File: src/rtl/serial_master_port.sv
// -----------------------------------------------------------------------------
// serial_master_port
//
// Master-side serial bus port. Converts one parallel read/write request from
// the local core into the 1-bit serial protocol used by the two-master
// arbiter: bus request/grant, device-address phase (MSB first), ack check,
// memory-address phase, then either serial write data or serial read-data
// capture, a one-cycle completion pulse and a bus-release wait.
//
// Optional feature (compile-time macro):
//   SMP_TIMEOUT_EN  - when defined, a stall counter aborts a transfer that
//                     makes no progress for TIMEOUT_CYCLES cycles (rsp_err
//                     = 2'b11). When undefined, the port waits indefinitely.
//
// Ports:
//   clk, rst                 clock; synchronous active-high reset
//   req_valid / req_ready    core request handshake (req_ready = port idle)
//   req_mode                 1 = write, 0 = read
//   req_dev/addr/wdata       target device, local address, write data
//   rsp_valid                one-cycle completion pulse
//   rsp_err                  00 ok, 01 nack, 10 grant lost, 11 timeout
//   rsp_rdata                read data, updated only by a successful read
//   breq / bgrant            bus request / grant
//   mode                     transfer direction presented to the arbiter
//   wr_bus, master_valid,
//   slave_ready              outgoing serial bit handshake
//   rd_bus, slave_valid,
//   master_ready             incoming serial bit handshake
//   ack                      arbiter slave-found indication
//
// All outputs are registered; their next values are decoded from the
// next-state values so they line up exactly with the state register.
// -----------------------------------------------------------------------------
module serial_master_port #(
    parameter int DEV_WIDTH      = 5,
    parameter int ADDR_WIDTH     = 12,
    parameter int DATA_WIDTH     = 8,
    parameter int TIMEOUT_CYCLES = 64
) (
    input  logic                  clk,
    input  logic                  rst,
    input  logic                  req_valid,
    output logic                  req_ready,
    input  logic                  req_mode,
    input  logic [DEV_WIDTH-1:0]  req_dev,
    input  logic [ADDR_WIDTH-1:0] req_addr,
    input  logic [DATA_WIDTH-1:0] req_wdata,
    output logic                  rsp_valid,
    output logic [1:0]            rsp_err,
    output logic [DATA_WIDTH-1:0] rsp_rdata,
    output logic                  breq,
    input  logic                  bgrant,
    output logic                  mode,
    output logic                  wr_bus,
    output logic                  master_valid,
    input  logic                  slave_ready,
    input  logic                  rd_bus,
    input  logic                  slave_valid,
    output logic                  master_ready,
    input  logic                  ack
);

    localparam int MAX_BITS_AD = (ADDR_WIDTH > DATA_WIDTH) ? ADDR_WIDTH : DATA_WIDTH;
    localparam int MAX_BITS    = (MAX_BITS_AD > DEV_WIDTH) ? MAX_BITS_AD : DEV_WIDTH;
    localparam int CNT_W       = $clog2(MAX_BITS + 1);

    localparam logic [CNT_W-1:0] CNT_ONE   = CNT_W'(1);
    localparam logic [CNT_W-1:0] DEV_LAST  = CNT_W'(DEV_WIDTH - 1);
    localparam logic [CNT_W-1:0] ADDR_LAST = CNT_W'(ADDR_WIDTH - 1);
    localparam logic [CNT_W-1:0] DATA_LAST = CNT_W'(DATA_WIDTH - 1);

    localparam logic [1:0] ERR_OK      = 2'b00;
    localparam logic [1:0] ERR_NACK    = 2'b01;
    localparam logic [1:0] ERR_LOST    = 2'b10;
    localparam logic [1:0] ERR_TIMEOUT = 2'b11;

    // The arbiter keeps a master connected for 26 cycles; address plus data
    // must fit inside that window. The shift logic also needs at least two
    // address bits (one goes out during the ack check).
    generate
        if (ADDR_WIDTH + DATA_WIDTH > 26) begin : g_window_chk
            $fatal(1, "serial_master_port: ADDR_WIDTH + DATA_WIDTH exceeds the 26-cycle arbiter window");
        end
        if (ADDR_WIDTH < 2 || DATA_WIDTH < 1 || DEV_WIDTH < 1) begin : g_width_chk
            $fatal(1, "serial_master_port: unsupported field width");
        end
        if (TIMEOUT_CYCLES < 1) begin : g_timeout_chk
            $fatal(1, "serial_master_port: TIMEOUT_CYCLES must be at least 1");
        end
    endgenerate

    typedef enum logic [3:0] {
        IDLE      = 4'd0,
        REQ       = 4'd1,
        DEV_ADDR  = 4'd2,
        ACK_CHECK = 4'd3,
        MEM_ADDR  = 4'd4,
        WDATA     = 4'd5,
        RDATA     = 4'd6,
        DONE      = 4'd7,
        RELEASE   = 4'd8
    } state_t;

    // State and captured request fields
    state_t                  state_r;
    logic [CNT_W-1:0]        cnt_r;
    logic                    mode_r;
    logic [DEV_WIDTH-1:0]    dev_sh_r;
    logic [ADDR_WIDTH-1:0]   addr_sh_r;
    logic [DATA_WIDTH-1:0]   wdata_sh_r;
    logic [DATA_WIDTH-1:0]   rx_sh_r;

    // Registered outputs
    logic                    req_ready_r;
    logic                    rsp_valid_r;
    logic [1:0]              rsp_err_r;
    logic [DATA_WIDTH-1:0]   rsp_rdata_r;
    logic                    breq_r;
    logic                    mode_out_r;
    logic                    wr_bus_r;
    logic                    master_valid_r;
    logic                    master_ready_r;

    // Next-state values
    state_t                  state_nxt_s;
    logic [CNT_W-1:0]        cnt_nxt_s;
    logic                    mode_nxt_s;
    logic [DEV_WIDTH-1:0]    dev_nxt_s;
    logic [ADDR_WIDTH-1:0]   addr_nxt_s;
    logic [DATA_WIDTH-1:0]   wdata_nxt_s;
    logic [DATA_WIDTH-1:0]   rx_nxt_s;
    logic [1:0]              err_s;

    // Next output values
    logic                    req_ready_nxt_s;
    logic                    rsp_valid_nxt_s;
    logic [1:0]              rsp_err_nxt_s;
    logic [DATA_WIDTH-1:0]   rsp_rdata_nxt_s;
    logic                    breq_nxt_s;
    logic                    mode_out_nxt_s;
    logic                    wr_bus_nxt_s;
    logic                    master_valid_nxt_s;
    logic                    master_ready_nxt_s;

    logic                    wr_xfer_s;
    logic                    rd_xfer_s;
    logic                    timeout_hit_s;

    assign wr_xfer_s = master_valid_r && slave_ready;
    assign rd_xfer_s = master_ready_r && slave_valid;

`ifdef SMP_TIMEOUT_EN
    localparam int                 STALL_W    = $clog2(TIMEOUT_CYCLES + 1);
    localparam logic [STALL_W-1:0] STALL_LAST = STALL_W'(TIMEOUT_CYCLES - 1);
    localparam logic [STALL_W-1:0] STALL_ONE  = STALL_W'(1);

    logic [STALL_W-1:0] stall_r;
    logic               stall_active_s;

    assign stall_active_s = (state_r inside {REQ, DEV_ADDR, ACK_CHECK, MEM_ADDR, WDATA, RDATA});
    // The stall limit is hit when this cycle would make the count reach
    // TIMEOUT_CYCLES; a transfer in the same cycle takes precedence.
    assign timeout_hit_s  = (stall_r == STALL_LAST);

    // Stall counter: cleared outside the active states and on every bit transfer
    always_ff @(posedge clk) begin
        if (rst) begin
            stall_r <= '0;
        end else if (!stall_active_s || wr_xfer_s || rd_xfer_s) begin
            stall_r <= '0;
        end else if (stall_r != STALL_LAST) begin
            stall_r <= stall_r + STALL_ONE;
        end else begin
            stall_r <= stall_r;
        end
    end
`else
    assign timeout_hit_s = 1'b0;
`endif

    // Next-state, bit counter and shift-register update logic
    always_comb begin
        state_nxt_s = state_r;
        cnt_nxt_s   = cnt_r;
        mode_nxt_s  = mode_r;
        dev_nxt_s   = dev_sh_r;
        addr_nxt_s  = addr_sh_r;
        wdata_nxt_s = wdata_sh_r;
        rx_nxt_s    = rx_sh_r;
        err_s       = ERR_OK;
        case (state_r)
            IDLE: begin
                if (req_valid && req_ready_r) begin
                    state_nxt_s = REQ;
                    cnt_nxt_s   = '0;
                    mode_nxt_s  = req_mode;
                    dev_nxt_s   = req_dev;
                    addr_nxt_s  = req_addr;
                    wdata_nxt_s = req_wdata;
                    rx_nxt_s    = '0;
                end else begin
                    state_nxt_s = IDLE;
                end
            end
            REQ: begin
                if (bgrant) begin
                    state_nxt_s = DEV_ADDR;
                    cnt_nxt_s   = '0;
                end else if (timeout_hit_s) begin
                    state_nxt_s = DONE;
                    err_s       = ERR_TIMEOUT;
                end else begin
                    state_nxt_s = REQ;
                end
            end
            DEV_ADDR: begin
                // ack is deliberately not looked at while the device address is sent
                if (!bgrant) begin
                    state_nxt_s = DONE;
                    err_s       = ERR_LOST;
                end else if (wr_xfer_s) begin
                    dev_nxt_s = dev_sh_r << 1;
                    if (cnt_r == DEV_LAST) begin
                        state_nxt_s = ACK_CHECK;
                        cnt_nxt_s   = '0;
                    end else begin
                        cnt_nxt_s = cnt_r + CNT_ONE;
                    end
                end else if (timeout_hit_s) begin
                    state_nxt_s = DONE;
                    err_s       = ERR_TIMEOUT;
                end else begin
                    state_nxt_s = DEV_ADDR;
                end
            end
            ACK_CHECK: begin
                // The address MSB is already on wr_bus; with ack it counts as address bit 0
                if (!bgrant) begin
                    state_nxt_s = DONE;
                    err_s       = ERR_LOST;
                end else if (wr_xfer_s) begin
                    if (ack) begin
                        addr_nxt_s  = addr_sh_r << 1;
                        cnt_nxt_s   = CNT_ONE;
                        state_nxt_s = MEM_ADDR;
                    end else begin
                        state_nxt_s = DONE;
                        err_s       = ERR_NACK;
                    end
                end else if (timeout_hit_s) begin
                    state_nxt_s = DONE;
                    err_s       = ERR_TIMEOUT;
                end else begin
                    state_nxt_s = ACK_CHECK;
                end
            end
            MEM_ADDR: begin
                if (!bgrant) begin
                    state_nxt_s = DONE;
                    err_s       = ERR_LOST;
                end else if (wr_xfer_s) begin
                    addr_nxt_s = addr_sh_r << 1;
                    if (cnt_r == ADDR_LAST) begin
                        cnt_nxt_s   = '0;
                        state_nxt_s = mode_r ? WDATA : RDATA;
                    end else begin
                        cnt_nxt_s = cnt_r + CNT_ONE;
                    end
                end else if (timeout_hit_s) begin
                    state_nxt_s = DONE;
                    err_s       = ERR_TIMEOUT;
                end else begin
                    state_nxt_s = MEM_ADDR;
                end
            end
            WDATA: begin
                if (!bgrant) begin
                    state_nxt_s = DONE;
                    err_s       = ERR_LOST;
                end else if (wr_xfer_s) begin
                    wdata_nxt_s = wdata_sh_r << 1;
                    if (cnt_r == DATA_LAST) begin
                        cnt_nxt_s   = '0;
                        state_nxt_s = DONE;
                    end else begin
                        cnt_nxt_s = cnt_r + CNT_ONE;
                    end
                end else if (timeout_hit_s) begin
                    state_nxt_s = DONE;
                    err_s       = ERR_TIMEOUT;
                end else begin
                    state_nxt_s = WDATA;
                end
            end
            RDATA: begin
                if (!bgrant) begin
                    state_nxt_s = DONE;
                    err_s       = ERR_LOST;
                end else if (rd_xfer_s) begin
                    rx_nxt_s = (rx_sh_r << 1) | DATA_WIDTH'(rd_bus);
                    if (cnt_r == DATA_LAST) begin
                        cnt_nxt_s   = '0;
                        state_nxt_s = DONE;
                    end else begin
                        cnt_nxt_s = cnt_r + CNT_ONE;
                    end
                end else if (timeout_hit_s) begin
                    state_nxt_s = DONE;
                    err_s       = ERR_TIMEOUT;
                end else begin
                    state_nxt_s = RDATA;
                end
            end
            DONE: begin
                state_nxt_s = RELEASE;
                cnt_nxt_s   = '0;
            end
            RELEASE: begin
                // Wait for the arbiter to drop ack before taking new work
                if (!ack) begin
                    state_nxt_s = IDLE;
                end else begin
                    state_nxt_s = RELEASE;
                end
            end
            default: begin
                state_nxt_s = IDLE;
                cnt_nxt_s   = '0;
            end
        endcase
    end

    // Output decode from the next state so every output is a clean flop
    always_comb begin
        req_ready_nxt_s    = (state_nxt_s == IDLE);
        breq_nxt_s         = (state_nxt_s inside {REQ, DEV_ADDR, ACK_CHECK, MEM_ADDR, WDATA, RDATA});
        mode_out_nxt_s     = (state_nxt_s inside {REQ, DEV_ADDR, ACK_CHECK, MEM_ADDR, WDATA, RDATA, DONE})
                             ? mode_nxt_s : 1'b0;
        master_valid_nxt_s = (state_nxt_s inside {DEV_ADDR, ACK_CHECK, MEM_ADDR, WDATA});
        master_ready_nxt_s = (state_nxt_s == RDATA);
        rsp_valid_nxt_s    = (state_nxt_s == DONE);
        rsp_err_nxt_s      = (state_nxt_s == DONE) ? err_s : ERR_OK;
        rsp_rdata_nxt_s    = rsp_rdata_r;
        wr_bus_nxt_s       = 1'b0;
        case (state_nxt_s)
            DEV_ADDR:  wr_bus_nxt_s = dev_nxt_s[DEV_WIDTH-1];
            ACK_CHECK: wr_bus_nxt_s = addr_nxt_s[ADDR_WIDTH-1];
            MEM_ADDR:  wr_bus_nxt_s = addr_nxt_s[ADDR_WIDTH-1];
            WDATA:     wr_bus_nxt_s = wdata_nxt_s[DATA_WIDTH-1];
            default:   wr_bus_nxt_s = 1'b0;
        endcase
        // Read data is published only by a read that completed without error
        if ((state_r == RDATA) && (state_nxt_s == DONE) && (err_s == ERR_OK)) begin
            rsp_rdata_nxt_s = rx_nxt_s;
        end else begin
            rsp_rdata_nxt_s = rsp_rdata_r;
        end
    end

    // State, captured fields and registered outputs
    always_ff @(posedge clk) begin
        if (rst) begin
            state_r        <= IDLE;
            cnt_r          <= '0;
            mode_r         <= 1'b0;
            dev_sh_r       <= '0;
            addr_sh_r      <= '0;
            wdata_sh_r     <= '0;
            rx_sh_r        <= '0;
            req_ready_r    <= 1'b1;
            rsp_valid_r    <= 1'b0;
            rsp_err_r      <= 2'b00;
            rsp_rdata_r    <= '0;
            breq_r         <= 1'b0;
            mode_out_r     <= 1'b0;
            wr_bus_r       <= 1'b0;
            master_valid_r <= 1'b0;
            master_ready_r <= 1'b0;
        end else begin
            state_r        <= state_nxt_s;
            cnt_r          <= cnt_nxt_s;
            mode_r         <= mode_nxt_s;
            dev_sh_r       <= dev_nxt_s;
            addr_sh_r      <= addr_nxt_s;
            wdata_sh_r     <= wdata_nxt_s;
            rx_sh_r        <= rx_nxt_s;
            req_ready_r    <= req_ready_nxt_s;
            rsp_valid_r    <= rsp_valid_nxt_s;
            rsp_err_r      <= rsp_err_nxt_s;
            rsp_rdata_r    <= rsp_rdata_nxt_s;
            breq_r         <= breq_nxt_s;
            mode_out_r     <= mode_out_nxt_s;
            wr_bus_r       <= wr_bus_nxt_s;
            master_valid_r <= master_valid_nxt_s;
            master_ready_r <= master_ready_nxt_s;
        end
    end

    assign req_ready    = req_ready_r;
    assign rsp_valid    = rsp_valid_r;
    assign rsp_err      = rsp_err_r;
    assign rsp_rdata    = rsp_rdata_r;
    assign breq         = breq_r;
    assign mode         = mode_out_r;
    assign wr_bus       = wr_bus_r;
    assign master_valid = master_valid_r;
    assign master_ready = master_ready_r;

endmodule

File: config.mk
export PLATFORM = sky130hd
export DESIGN_NAME = serial_master_port
export DESIGN_NICKNAME = d
export VERILOG_FILES = /design/src/rtl/serial_master_port.sv
export SDC_FILE = /design/constraint.sdc
export NUM_CORES = 1
export LEC_CHECK = 0
export CAP_MARGIN = 40
export CORE_MARGIN = 1.5
export CORE_UTILIZATION = 43
export DETAILED_ROUTE_END_ITERATION = 10
export PLACE_DENSITY = 0.67
export SLEW_MARGIN = 30
export SYNTH_ARGS = -nofsm -noshare
export SYNTH_HDL_FRONTEND = slang
export SYNTH_SLANG_ARGS = --single-unit
File: constraint.sdc
create_clock -name clk -period 3.5 [get_ports clk]
set_input_delay 1.05 -clock clk [delete_from_list [all_inputs] [get_ports clk]]
set_output_delay 1.05 -clock clk [all_outputs]
set_load 0.005 [all_outputs]
==> metrics list <==
- In this run the power density over the cells is between 500 and 600 mW/mm².
* Avg Cell Area, Syn: approximately 9 µm²
- Reported net switching power: 628 µW
- CTS built an H-tree with a depth of 3.
- Setup Skew: between 0.01 and 0.015 ns
- Routed Antenna Nets: 0
* Share of Yosys cell area claimed by the top area cell type: 0.416
- The total overflow left after global routing is 0.
- Routability-driven placement finished with a final weighted congestion of 0.897.
* Leak: 0.00129 µW
- STA classifies the critical path startpoint as an input port.
- The worst pin sits at a relative slew slack of 0.443.
- Number of endpoints with negative hold slack in the final report: 0
* Clock tree buffer depth: 2
* Clock transition at path regs: 0.07 ns
- First-pass iteration count of the detailed router: 7
* Post-layout minimum cycle time: 2.91 ns
- Number of max-cap violations: 0
- TritonCTS built the clock tree.
- Of the total power, the share spent switching nets is 0.319.
* Diodes inserted: 0
- F_max: ~340 MHz
- Count of unique library cells instantiated by Yosys: 61
- 51 I/O pins were placed.
- Most common cell after layout, fill and taps aside: sky130_fd_sc_hd__dfxtp_1
* Result of the run: finished, final reports clean
- Initial Util: 0.447
- Top cell type by total area after synthesis: sky130_fd_sc_hd__dfxtp_1
* Mapped Cells: 315
* Finished layout cell area: 0.00357 mm²
- Of the total power, registers draw 0.415.
- Type of the worst setup path: input port to register
* Share of layout cells above drive strength 1: 0.115
- Count of flip-flops with a built-in enable after synthesis: 0
- Top post-synthesis cells by area: sky130_fd_sc_hd__dfxtp_1 42%, sky130_fd_sc_hd__nand2_1 4.4%, sky130_fd_sc_hd__a21oi_1 4.2%
- DRC: 0
- CP max-delay cell: sky130_fd_sc_hd__or3_1
- Data on the critical path arrives at its endpoint at 3.11 ns.
- Sequential element share of the synthesized area: 0.416
* Number of vias in the routed layout: 2556
- Worst slew pin tran: 0.835 ns
- The first global-routing pass estimated about 11 mm of wire.
* Wire length per cell after detailed routing: 14.9 µm
* Post-synthesis instance area: 0.00284 mm²
- Entering global routing, the biggest net connects 40 pins.
* Worst-case vdd ir drop: ~360 µV
* Path class of the lowest-slack min-delay path: register to register
* Worst-path fanout max: 11
* Vias per cell: between 5 and 6
- Warning count from the yosys run: 0
- Number of fill cells in the layout: around 580
* Biggest cell delay along the critical path: 0.56 ns
* Post CTS Setup Buffer Count: 0
- Total routed wirelength: 6.61 mm
* Required time at the worst-slack endpoint: roughly 3.7 ns
* Total core area: 0.00635 mm²
- The die is approximately 84 µm tall.
* Clock buffers created by TritonCTS: 9
- Post-route setup slack: between 0.5 and 0.6 ns
- Sum of negative setup slack: 0 ns
- Die area: 0.00709 mm²
- Endpoint type of the worst setup path: register
- Sum of net half-perimeters after detailed placement: 4.59 mm
- Buffers inserted to repair hold after CTS numbered 0.
- Setup violations remaining at the end of the flow were counted as 0.
- Combinational cell fraction of total power: 0.259
- Vias in the first global route: 2321
- Most instantiated flip-flop cell in the synthesis netlist: sky130_fd_sc_hd__dfxtp_1
* Post-layout net count: 397
* Fin. max-slew vios: 0
- Commonest cells after routing, fill and taps aside: 59 x sky130_fd_sc_hd__dfxtp_1, 49 x sky130_fd_sc_hd__clkdlybuf4s50_1, 33 x sky130_fd_sc_hd__nand2_1, 30 x sky130_fd_sc_hd__nor2_1, 24 x sky130_fd_sc_hd__a21oi_1
* Internal power component: 1340 µW
- Row Count: 29
* Overall track demand over capacity in global routing: 0.193
* Post-synth ARST share: 0
- Clock network fraction of design power: 0.326
- Total nets after synthesis: ~350
- Setup repair after global routing missed its margin: no
- Area after detailed placement: 0.00336 mm²
- From synthesis to final layout, the design area changed by 26.0%.
* Final Cycle Share: 0.830
- Synthesis inferred 59 register bits.
- After layout, the design draws a total of 1970 µW.
- Clock sinks: a little under 60
- During placement, the flow inserted port buffers numbering 50.
- Worst-Skew Late Latency: 0.34 ns
- DR iter-0 viols: 205
- The initial antenna violation count is 0.
* Number of gates resized after cts: 0
- At the placement stage, the worst setup path has a slack of 0.266 ns.
* Horizontal die dimension: 84.2 µm
- Cells along the critical path: clkdlybuf4s50_1, and3_1, o21a_1, o31ai_2, or3_1, a222oi_1, nor2_1
- Root Buffer Master: sky130_fd_sc_hd__clkbuf_8
registers in the layout, summed over array words and instances (netlist names), 2 cells and up:
signal,cells
rx_sh_r,8
state_r,4
cnt_r,4
dev_sh_r,5
addr_sh_r,12
wdata_sh_r,8
rsp_rdata,8
rsp_err,2
cell families after synthesis:
kind of cell / after synthesis / share of synthesized area
AOI/OAI and AO/OA: 82 / 0.212
adders and majority gates: 2 / 0.00882
buffers and inverters: 27 / 0.0463
DFF: 59 / 0.416
muxes: 15 / 0.0565
and+or+nand+nor: 130 / 0.260
area by class of cell:
cell class,count,area [µm²],area share
flip-flops and latches,59,1180,0.330
inverters,6,22.5,0.00630
repair buffers,56,541,0.151
multi-input cells,229,1520,0.426
well taps,77,96.3,0.0270
clock inverters,5,58.8,0.0165
clock buffers,11,151,0.0424
layer usage:
layer  vias to the layer above  GRT usage  routed length (µm)
met2                        89      0.288                3040
met4                         0     0.0730                 101
met1                      1191      0.265                3040
met5                         -          0                   0
li1                       1266          -                   -
met3                        10     0.0570                 419
synthesized netlist by cell type (2+ instances only):
| library cell | n |
|---|---|
| sky130_fd_sc_hd__a211oi_1 | 3 |
| sky130_fd_sc_hd__a21oi_1 | 24 |
| sky130_fd_sc_hd__a222oi_1 | 10 |
| sky130_fd_sc_hd__a22oi_1 | 12 |
| sky130_fd_sc_hd__a31oi_1 | 3 |
| sky130_fd_sc_hd__and2_1 | 5 |
| sky130_fd_sc_hd__and3_1 | 2 |
| sky130_fd_sc_hd__and3b_1 | 4 |
| sky130_fd_sc_hd__buf_2 | 6 |
| sky130_fd_sc_hd__buf_4 | 4 |
| sky130_fd_sc_hd__clkbuf_1 | 10 |
| sky130_fd_sc_hd__dfxtp_1 | 59 |
| sky130_fd_sc_hd__ha_1 | 2 |
| sky130_fd_sc_hd__inv_1 | 5 |
| sky130_fd_sc_hd__mux2_2 | 8 |
| sky130_fd_sc_hd__mux2i_1 | 7 |
| sky130_fd_sc_hd__nand2_1 | 33 |
| sky130_fd_sc_hd__nand3_1 | 12 |
| sky130_fd_sc_hd__nand3b_1 | 2 |
| sky130_fd_sc_hd__nand4_1 | 4 |
| sky130_fd_sc_hd__nand4bb_1 | 2 |
| sky130_fd_sc_hd__nor2_1 | 30 |
| sky130_fd_sc_hd__nor2b_1 | 16 |
| sky130_fd_sc_hd__nor3_1 | 4 |
| sky130_fd_sc_hd__nor4_1 | 2 |
| sky130_fd_sc_hd__nor4b_1 | 2 |
| sky130_fd_sc_hd__o21a_1 | 3 |
| sky130_fd_sc_hd__o21ai_0 | 6 |
| sky130_fd_sc_hd__o31a_1 | 2 |
| sky130_fd_sc_hd__or3_1 | 2 |
critical path: cells and delay by family:
kind	cells	cell delay (ns)
compound gates	3	0.68
simple gates	3	0.86
buf+inv	1	0.51
path summary, 6_finish.rpt:
path	startpoint	end	slack, ns	cells after the start
worst min-delay path	wdata_sh_r[5]	wdata_sh_r[5]	0.46	2
worst max register to register	state_r[3]	addr_sh_r[1]	0.86	6
worst max-delay path	bgrant	addr_sh_r[1]	0.59	7
worst min register to register	wdata_sh_r[5]	wdata_sh_r[5]	0.46	2
power by group through the flow:
stage / clock network (µW) / logic [µW] / registers [µW]
2_1_floorplan: 0 / 393 / 792
3_3_place_gp: 0 / 503 / 830
3_5_place_dp: 0 / 505 / 829
4_1_cts: 657 / 509 / 814
5_1_grt: 692 / 564 / 825
6_report: 643 / 509 / 816
through the flow:
stage                     instances   util  hold WS [ns]
after floorplan                 315      -         0.436
after global placement          427  0.530         0.442
after detailed placement        427  0.530         0.448
after CTS                       443  0.563         0.458
after global routing            443  0.563         0.485
final                           443  0.563         0.456
(Power assumes the default switching activity.)
